File: src/rtl/rv_mem_arb.sv
// rv_mem_arb: shares the single-port unified memory between the core and an
// external loader/debug port with round-robin fairness and bounded bursts.
module rv_mem_arb #(
   parameter int AW            = 32,
   parameter int DW            = 32,
   parameter int EXT_MAX_BURST = 8
) (
   input  logic          clk,
   input  logic          rst_n,
   input  logic          cpu_req,
   input  logic          cpu_we,
   input  logic [AW-1:0] cpu_addr,
   input  logic [DW-1:0] cpu_wdata,
   output logic          cpu_ack,
   output logic [DW-1:0] cpu_rdata,
   input  logic          ext_req,
   input  logic          ext_we,
   input  logic [AW-1:0] ext_addr,
   input  logic [DW-1:0] ext_wdata,
   output logic          ext_ack,
   output logic [DW-1:0] ext_rdata,
   input  logic          ext_lock,
   output logic          mem_en,
   output logic          mem_we,
   output logic [AW-1:0] mem_addr,
   output logic [DW-1:0] mem_wdata,
   input  logic [DW-1:0] mem_rdata
);

   localparam int BW = $clog2(EXT_MAX_BURST) + 1;
   localparam logic [BW-1:0] BURST_LAST = BW'(EXT_MAX_BURST - 1);

   typedef enum logic [2:0] {
      IDLE,
      CPU_ISSUE,
      CPU_RESP,
      EXT_ISSUE,
      EXT_RESP
   } state_t;

   state_t        state, state_nxt;
   logic          last_ext, last_ext_nxt;
   logic [BW-1:0] burst_cnt, burst_nxt;
   logic          lock_path;
   logic          op_we;
   logic [DW-1:0] cpu_rd_q, ext_rd_q;
   logic          cpu_iss, ext_iss;

   always_ff @(posedge clk or negedge rst_n) begin
      if (!rst_n) begin
         state     <= IDLE;
         last_ext  <= 1'b1;
         burst_cnt <= '0;
      end else begin
         state     <= state_nxt;
         last_ext  <= last_ext_nxt;
         burst_cnt <= burst_nxt;
      end
   end

   always_comb begin
      state_nxt    = state;
      last_ext_nxt = last_ext;
      burst_nxt    = burst_cnt;
      lock_path    = 1'b0;
      unique case (state)
         IDLE: begin
            if (cpu_req && (!ext_req || last_ext))
               state_nxt = CPU_ISSUE;
            else if (ext_req)
               state_nxt = EXT_ISSUE;
         end
         CPU_ISSUE: state_nxt = CPU_RESP;
         EXT_ISSUE: state_nxt = EXT_RESP;
         CPU_RESP:  state_nxt = ext_req ? EXT_ISSUE : IDLE;
         EXT_RESP: begin
            if (ext_lock && ext_req && (burst_cnt < BURST_LAST)) begin
               state_nxt = EXT_ISSUE;
               lock_path = 1'b1;
            end else if (cpu_req) begin
               state_nxt = CPU_ISSUE;
            end else begin
               state_nxt = IDLE;
            end
         end
         default: state_nxt = IDLE;
      endcase
      // Grant history and burst length only move on ISSUE/IDLE entry.
      if (state_nxt == CPU_ISSUE) begin
         last_ext_nxt = 1'b0;
         burst_nxt    = '0;
      end else if (state_nxt == EXT_ISSUE) begin
         last_ext_nxt = 1'b1;
         burst_nxt    = lock_path ? burst_cnt + 1'b1 : '0;
      end else if (state_nxt == IDLE) begin
         burst_nxt    = '0;
      end
   end

   assign cpu_iss = (state == CPU_ISSUE);
   assign ext_iss = (state == EXT_ISSUE);
   assign mem_en  = cpu_iss | ext_iss;
   assign cpu_ack = (state == CPU_RESP);
   assign ext_ack = (state == EXT_RESP);

   always_comb begin
      mem_we    = 1'b0;
      mem_addr  = '0;
      mem_wdata = '0;
      unique case (1'b1)
         cpu_iss: begin
            mem_we    = cpu_we;
            mem_addr  = cpu_addr;
            mem_wdata = cpu_wdata;
         end
         ext_iss: begin
            mem_we    = ext_we;
            mem_addr  = ext_addr;
            mem_wdata = ext_wdata;
         end
         default: ;
      endcase
   end

   // Access type is latched at issue so a dropped req cannot alter the response.
   always_ff @(posedge clk or negedge rst_n) begin
      if (!rst_n) begin
         op_we    <= 1'b0;
         cpu_rd_q <= '0;
         ext_rd_q <= '0;
      end else begin
         if (mem_en)
            op_we <= mem_we;
         if (cpu_ack && !op_we)
            cpu_rd_q <= mem_rdata;
         if (ext_ack && !op_we)
            ext_rd_q <= mem_rdata;
      end
   end

   assign cpu_rdata = (cpu_ack && !op_we) ? mem_rdata : cpu_rd_q;
   assign ext_rdata = (ext_ack && !op_we) ? mem_rdata : ext_rd_q;

endmodule

File: config.mk
export PLATFORM = sky130hd
export DESIGN_NAME = rv_mem_arb
export DESIGN_NICKNAME = d
export VERILOG_FILES = /design/src/rtl/rv_mem_arb.sv
export SDC_FILE = /design/constraint.sdc
export NUM_CORES = 1
export LEC_CHECK = 0
export CORE_AREA = 2 2 116 118
export CTS_BUF_LIST = sky130_fd_sc_hd__clkbuf_8 sky130_fd_sc_hd__clkbuf_16
export DETAILED_ROUTE_END_ITERATION = 7
export DIE_AREA = 0 0 118 120
export DONT_BUFFER_PORTS = 1
export PLACE_DENSITY = 0.5
export RECOVER_POWER = 100
export SYNTH_ARGS = -nofsm -noshare
export SYNTH_HDL_FRONTEND = slang
export SYNTH_SLANG_ARGS = --single-unit
export TNS_END_PERCENT = 20
File: constraint.sdc
create_clock -name clk -period 2.2 [get_ports clk]
set_input_delay 0.33 -clock clk [delete_from_list [all_inputs] [get_ports clk]]
set_output_delay 0.33 -clock clk [all_outputs]
set_load 0.02 [all_outputs]
======== After elaboration in Yosys (flattened, before gate mapping) ========
Index checks and enable logic that the tools add are counted.
word-level totals
  bits in registers ....................... 73
  bits of input ports ..................... 167
  output and inout bits ................... 132
  word-level logic and storage cells ...... 46
cells by class
  add/sub/neg operators ................... 1
  order comparisons ....................... 1
  eq/ne operators ......................... 6
  muxes and demuxes ....................... 19
  bitwise logic cells ..................... 1
  reduce and logical (&&, ||, !) cells .... 12
operators with widths
  kind                                                         number
  case mux 32 bit (2 select lines)                             2
  two-way mux 32 bit                                           2
  two-way mux 4 bit                                            4
  case mux 3 bit (5 select lines)                              1
  equality test 3 x 2 -> 1 bit (second input constant)         3
  equality test 3 x 1 -> 1 bit (second input constant)         2
  zero test 3 bit                                              2
  two-way mux 3 bit                                            2
  logical AND 1 bit                                            5
  two-way mux 1 bit                                            5
  adder 4 x 1 -> 4 bit (second input constant)                 1
  less-than comparator 4 x 3 -> 1 bit (second input constant)  1
  two-way mux 2 bit                                            2
  equality test 3 bit (second input constant)                  1
  nonzero test 3 bit                                           1
  zero test 1 bit                                              2
  case mux 1 bit (2 select lines)                              1
  nonzero test 2 bit                                           1
  logical OR 1 bit                                             1
  OR 1 bit                                                     1

======== Longest topological paths before layout ========
Gate-level depths: netlist of the first run.
  word-level depth ........................ 9
  gate-level depth with buffers ........... 6
  depth with buffers taken out ............ 4

======== Worst setup path after synthesis of the first run ========
Ideal clock, no wire load.
  kind .................................... register to output
  from .................................... reg state[0]
  to ...................................... out cpu_rdata[7]
  arrival ................................. 1.762 ns
  required time ........................... 1.870 ns
  setup slack ............................. 0.108 ns
  stages on the path, launching flop included .. 7
  path buffers ............................ 3
  cell sequence ........................... dfrtp_1 buf_2 nor3b_2 nor2b_1 buf_2 buf_6 mux2_1
on the way
  longest elaborated chain between the ends .. 3
RTL lines
  item                          line  RTL
  start, declared               41    state_t state, state_nxt;
  start signal, assigned        55    state <= state_nxt;
  equality test 3 x 2 -> 1 bit  103   assign cpu_ack = (state == CPU_RESP);
  net cpu_ack                   14    output logic cpu_ack,
  logical AND 1 bit             141   assign cpu_rdata = (cpu_ack && !op_we) ? mem_rdata : cpu_rd_q;
  two-way mux 32 bit            141
  end, declared                 15    output logic [DW-1:0] cpu_rdata,
The timed path passes the listed nets, and every way through them passes these cells.

======== Worst setup path in the final report of the first run ========
  from .................................... reg state[1]
  to ...................................... out ext_rdata[5]
on the way
  longest elaborated chain between the ends .. 3
RTL lines
  item                 line  RTL
  equality test 3 bit  104   assign ext_ack = (state == EXT_RESP);
  logical AND 1 bit    142   assign ext_rdata = (ext_ack && !op_we) ? mem_rdata : ext_rd_q;
  two-way mux 32 bit   -
  end, declared        21    output logic [DW-1:0] ext_rdata,
No other way between the ends.

==> flow_metrics.tcl, run 1 <==
set metrics [dict create \
    synthCells 329 \
    slew_viol_final 0 \
    setup_viol 41 \
    seq_area_frac_synth_pct 47.7 \
    total_leakage_power_nw 2.07 \
    irDropWorstVdd_mv 0.648 \
    synthArstFlopShare_pct 100 \
    start_kind "register" \
    final_common_cell "dfrtp_1" \
    min_period_ns 2.26 \
    synthesis.nets 497 \
    h-tree-depth 3 \
    final_cell_area_mm2 0.00456 \
    cap_violations 0 \
    switching_share_pct 47.6 \
    violations "negative setup slack" \
    start_util_pct 29.5 \
    final_cell_mix "dfrtp_1 (71), nor2_1 (65), mux2i_1 (64)" \
    area_growth_pct 19.2 \
    placed_cell_area_mm2 0.00418 \
    cts_tree "built" \
    drt-vias-per-instance 4.99 \
    synth-edff-count 0 \
    die_area_mm2 0.0142 \
    rsz0062_at_grt "true" \
    drcViolationCount 0 \
    grt_pass1_vias 2622 \
    path_clk_slew_ns 0.06 \
    drt_iter0_markers 128 \
    clk_latency_ns 0.32 \
    gp_congestion 0.873 \
    die_x_um 118 \
    ant_nets 0 \
    worst-setup-path-type "register to output port" \
    ioPinCount 299 \
    cp_slowest_cell "dfrtp_4" \
    synth_area_leaders "dfrtp_1 (47%), mux2_2 (17%), mux2i_1 (17%)" \
    max_stage_delay_ns 0.50 \
    cts_buffers 9 \
    layout.cells.non_filler 531 \
    nNetsFinal 517 \
    p_switching_mw 4.18 \
    drt-pass1-iter-count 4 \
    intPower_mw 4.61 \
    end_kind "output port" \
    tightestPinTransition_ns 0.977 \
    yosys_warnings 0 \
    status "finished with violations" \
    timing.final.crit_share_pct 103 \
    placed_cells 512 \
    ys_types 28 \
    drive_above_1_share_pct 31.1 \
    crit_fanout 32 \
    yosysTopAreaCellShare_pct 47.0 \
    grt_max_degree 74 \
    nFillCells 1302 \
    p_clk_share_pct 17.5 \
    place_ws_ns 0.259 \
    synth_area_leader_cell "dfrtp_1" \
    grt_first_pass_wirelength_um 16800 \
    hold_viol 0 \
    cts_sinks 73 \
    cp.required_ns 1.87 \
    syn_avg_cell_area_um2 11.6 \
    clockRootBuffer "clkbuf_16" \
    fin_util_pct 35.2 \
    wire_per_inst_um 22.5 \
    min_path_type "input port to register" \
    cp_data_arrival_time_ns 1.93 \
    syn_area_mm2 0.00383 \
    cp_top_family "flip-flops" \
    antenna_found_initial 1 \
    power.density_mw_per_mm2 1920 \
    overflow 0 \
    num_vias 2650 \
    relSlewSlack_pct 34.9 \
    seqPwrFrac_pct 25.0 \
    fin_setup_tns_ns -1.66 \
    ys_seq_elements 73 \
    path_cells "or2_4 -> nor3_4 -> buf_12 -> mux2_2" \
    worst_slack_ns -0.0640 \
    core_mm2 0.0130 \
    die_h_um 120 \
    grtUsageTotal_pct 16.1 \
    rows 42 \
    max_freq_ghz 0.442 \
    dpl.hpwl_um 9810 \
    skew_ns 0.00883 \
    crit_buf_inv 1 \
    io_buffer_count 0 \
    max-clock-path-buffers 2 \
    p_comb_share_pct 57.5 \
    synth_ff_type "dfrtp_1" \
    wl_um 11900 \
]
==> stage by stage <==
step / hold WS [ns] / power, mW
4_1_cts: 0.138 / 8.86
3_5_place_dp: 0.0362 / 7.22
6_report: 0.155 / 8.78
5_1_grt: 0.157 / 9.28
3_3_place_gp: 0.0359 / 7.14
2_1_floorplan: 0.0344 / 6.18
==> metal layers <==
| layer | part of all wire (%) | wire length, um | global-route usage [%] | up-vias |
|---|---|---|---|---|
| met5 | 0 | 0 | 0 | - |
| met4 | 3.8 | 454 | 7.45 | 0 |
| met3 | 7.6 | 910 | 5.13 | 30 |
| met2 | 48 | 5780 | 26.5 | 173 |
| met1 | 40 | 4790 | 19.2 | 1275 |
| li1 | - | - | - | 1172 |
==> power groups by stage <==
stage / clock, mW / combinational (mW) / sequential (mW)
2_1_floorplan: 0 / 4.06 / 2.12
3_3_place_gp: 0 / 4.95 / 2.19
3_5_place_dp: 0 / 5.00 / 2.22
4_1_cts: 1.59 / 5.07 / 2.20
5_1_grt: 1.67 / 5.35 / 2.27
6_report: 1.54 / 5.05 / 2.19
==> repair_timing <==
item,4_1_cts,5_1_grt
buffers inserted,0,0
endpoints found under the setup margin,66,68
hold buffers,2,0
resized for setup,8,23
hold endpoints to repair,73,0
==> flip-flops by register name, summed over array words and instances (netlist names) <==
signal     cells
state          3
burst_cnt      4
last_ext       1
ext_rd_q      32
cpu_rd_q      32
op_we          1
==> Yosys cell counts, drive strengths merged (2+ instances only) <==
master  count
a31oi       3
buf        22
dfrtp      72
inv         4
mux2       64
mux2i      65
nand2       6
nor2       67
nor2b       5
o21ai       5
o32ai       2
==> path summary, 6_finish.rpt <==
check / depth (start not counted) / endpoint / slack, ns / start
max: 4 / ext_rdata[5] / -0.06 / state[1]$_DFF_PN0_
min: 2 / last_ext$_DFFE_PN1P_ / 0.15 / ext_req
max reg2reg: 4 / ext_rd_q[9]$_DFF_PN0_ / 0.45 / state[1]$_DFF_PN0_
min reg2reg: 2 / burst_cnt[3]$_DFFE_PN0P_ / 0.48 / burst_cnt[3]$_DFFE_PN0P_
max in group asynchronous: 2 / state[1]$_DFF_PN0_ / 0.69 / rst_n
min in group asynchronous: 2 / cpu_rd_q[14]$_DFF_PN0_ / 0.78 / rst_n
==> kinds of logic (layout without fill, tap and decap cells) <==
group	Yosys count	after routing	synth area share, %
compound gates	12	12	1.99
xor+xnor	1	1	0.229
fa+ha+maj	1	1	0.327
buf+inv	27	52	4.18
flops	73	73	47.7
mux	129	129	35.8
other cells	0	1	0
simple gates	86	86	9.74
==> final cells by class <==
type	instances	area, um^2	share of cell area (%)
tap	176	220	4.82
antenna	1	2.50	0.0548
sequential	73	1830	40.1
clock buffer	9	225	4.93
timing repair buffer	32	265	5.81
multi-input combinational	229	1910	41.9
inverter	4	15.0	0.329
clock inverter	7	93.8	2.06
(Power assumes the default switching activity.)
==> run 2, diff against run 1 <==
Settings changed: GPL_TIMING_DRIVEN from default to 0.
==> flow_metrics.tcl, run 2 (synthesis results as in run 1) <==
set metrics [dict create \
    status "finished with violations" \
    violations "max-capacitance violations, max-slew violations, negative setup slack" \
    setup_viol 66 \
    clockRootBuffer "clkbuf_16" \
    multi_input_area_mm2 0.00229 \
    drt_iter0_markers 142 \
    grt_first_pass_wirelength_um 18800 \
    dpl.hpwl_um 10400 \
    wl_um 13000 \
    placed_cells 505 \
    power.density_mw_per_mm2 1930 \
    final_common_cell "dfrtp_1" \
    rsz0062_at_grt "true" \
    die_x_um 118 \
    grt_pass1_vias 2715 \
    end_kind "output port" \
    num_vias 2760 \
    clk_latency_ns 0.32 \
    final_cell_mix "dfrtp_1 (70), mux2i_1 (63), mux2_4 (58)" \
    max_freq_ghz 0.419 \
    grt_max_degree 74 \
    cp_data_arrival_time_ns 2.05 \
    hold_path_depth 2 \
    start_util_pct 29.5 \
    io_buffer_count 0 \
    nNetsFinal 517 \
    cap_violations 1 \
    drcViolationCount 0 \
    die_area_mm2 0.0142 \
    r2r-end "cpu_rd_q[12]$_DFF_PN0_" \
    skew_ns 0.00836 \
    drt-pass1-iter-count 4 \
    nFillCells 1246 \
    place_ws_ns -0.192 \
    start_kind "register" \
    r2r_start "state[1]$_DFF_PN0_" \
    ant_nets 0 \
    gp_congestion 0.895 \
    worst-setup-path-type "register to output port" \
    crit_fanout 10 \
    rows 42 \
    slew_viol_final 74 \
    h-tree-depth 3 \
    min_to "last_ext$_DFFE_PN1P_" \
    reg2reg_setup_slack_ns 0.34 \
    total_leakage_power_nw 2.22 \
    cts_sinks 73 \
    cp.required_ns 1.87 \
    die_h_um 120 \
    drive_above_1_share_pct 45.2 \
    path_clk_slew_ns 0.06 \
    ioPinCount 299 \
    hold_ws_ns 0.153 \
    min_period_ns 2.38 \
    core_mm2 0.0130 \
    reg_top3 "cpu_rd_q x32, ext_rd_q x32, burst_cnt x4" \
    layout.cells.non_filler 531 \
    irDropWorstVdd_mv 0.856 \
    final-seq-area_mm2 0.00183 \
    grtUsageTotal_pct 18.1 \
    antenna_found_initial 1 \
    cts_buffers 9 \
    worst-r2r-cell-count 6 \
    overflow 0 \
    timing.final.crit_share_pct 108 \
    tightestPinTransition_ns 1.57 \
    min_path_type "input port to register" \
    relSlewSlack_pct -4.47 \
    hold_start "ext_req" \
    max-clock-path-buffers 2 \
    drt-vias-per-instance 5.20 \
    area_growth_pct 30.6 \
    worst_slack_ns -0.184 \
    hold_viol 0 \
    cts_tree "built" \
    fin_util_pct 38.5 \
    wire_per_inst_um 24.6 \
]
## run 2: cell count changes in the layout (fill, tap and decap cells not counted), sizes merged
| cell | before | now |
|---|---|---|
| buf | 13 | 27 |
| clkinv | 2 | 4 |
| clkinvlp | 1 | 0 |
| clkbuf | 27 | 13 |
| bufinv | 2 | 1 |
## run 2: stage by stage
stage | cell area, um^2 | power [mW] | setup TNS, ns
2_1_floorplan | 3830 | 6.18 | 0
3_3_place_gp | 4050 | 6.98 | -4.75
3_5_place_dp | 4050 | 7.04 | -5.10
4_1_cts | 4880 | 9.51 | -12.25
5_1_grt | 5000 | 10.2 | -17.58
6_report | 5000 | 9.64 | -7.71
## run 2: metal layers
metal | global-route usage [%] | share of wire (%) | routed length, um
met5 | 0 | 0 | 0
met4 | 7.15 | 3.0 | 391
met3 | 5.37 | 8.3 | 1080
met2 | 29.6 | 50 | 6540
met1 | 22.4 | 39 | 5040
## run 2: cell type report
| class | count | area share (%) |
|---|---|---|
| multi-input combinational | 229 | 45.8 |
| sequential | 73 | 36.6 |
| buffer | 21 | 4.70 |
| clock buffer | 9 | 4.50 |
| tap | 176 | 4.40 |
| timing repair buffer | 11 | 2.23 |
| clock inverter | 7 | 1.40 |
| inverter | 4 | 0.300 |
| antenna | 1 | 0.0500 |
## run 2: worst max-delay path, stage by stage (launching register included)
cell and delay [ns]:
dfrtp_1 0.35, buf_6 0.11, nor3b_4 0.37, nor2b_4 0.24, buf_12 0.15, buf_12 0.15, mux2_4 0.35
## run 2: power breakdown
part | internal [mW] | switching [mW] | total, mW
sequential | 1.99 | 0.206 | 2.20
clock | 0.877 | 0.553 | 1.43
combinational | 2.19 | 3.83 | 6.02
## run 2: worst max-delay path by stage
stage	slack, ns	startpoint	cells past startpoint	endpoint
after global placement	-0.18	state[0]$_DFF_PN0_	6	cpu_rdata[7]
final	-0.18	state[1]$_DFF_PN0_	6	cpu_rdata[12]
after floorplan	0.11	state[0]$_DFF_PN0_	6	cpu_rdata[7]
after CTS	-0.22	state[2]$_DFF_PN0_	5	cpu_rdata[25]
after global routing	-0.26	state[1]$_DFF_PN0_	6	cpu_rdata[12]
after detailed placement	-0.19	state[0]$_DFF_PN0_	6	cpu_rdata[7]
## run 2: what timing repair did
| item | in CTS | in global routing |
|---|---|---|
| resized for setup | 123 | 56 |
| hold endpoints to repair | 73 | 0 |
| hold buffers | 2 | 0 |
| endpoints found under the setup margin | 124 | 115 |
| setup buffers | 8 | 0 |
| gates cloned | 1 | 0 |
| pin swaps | 3 | 5 |
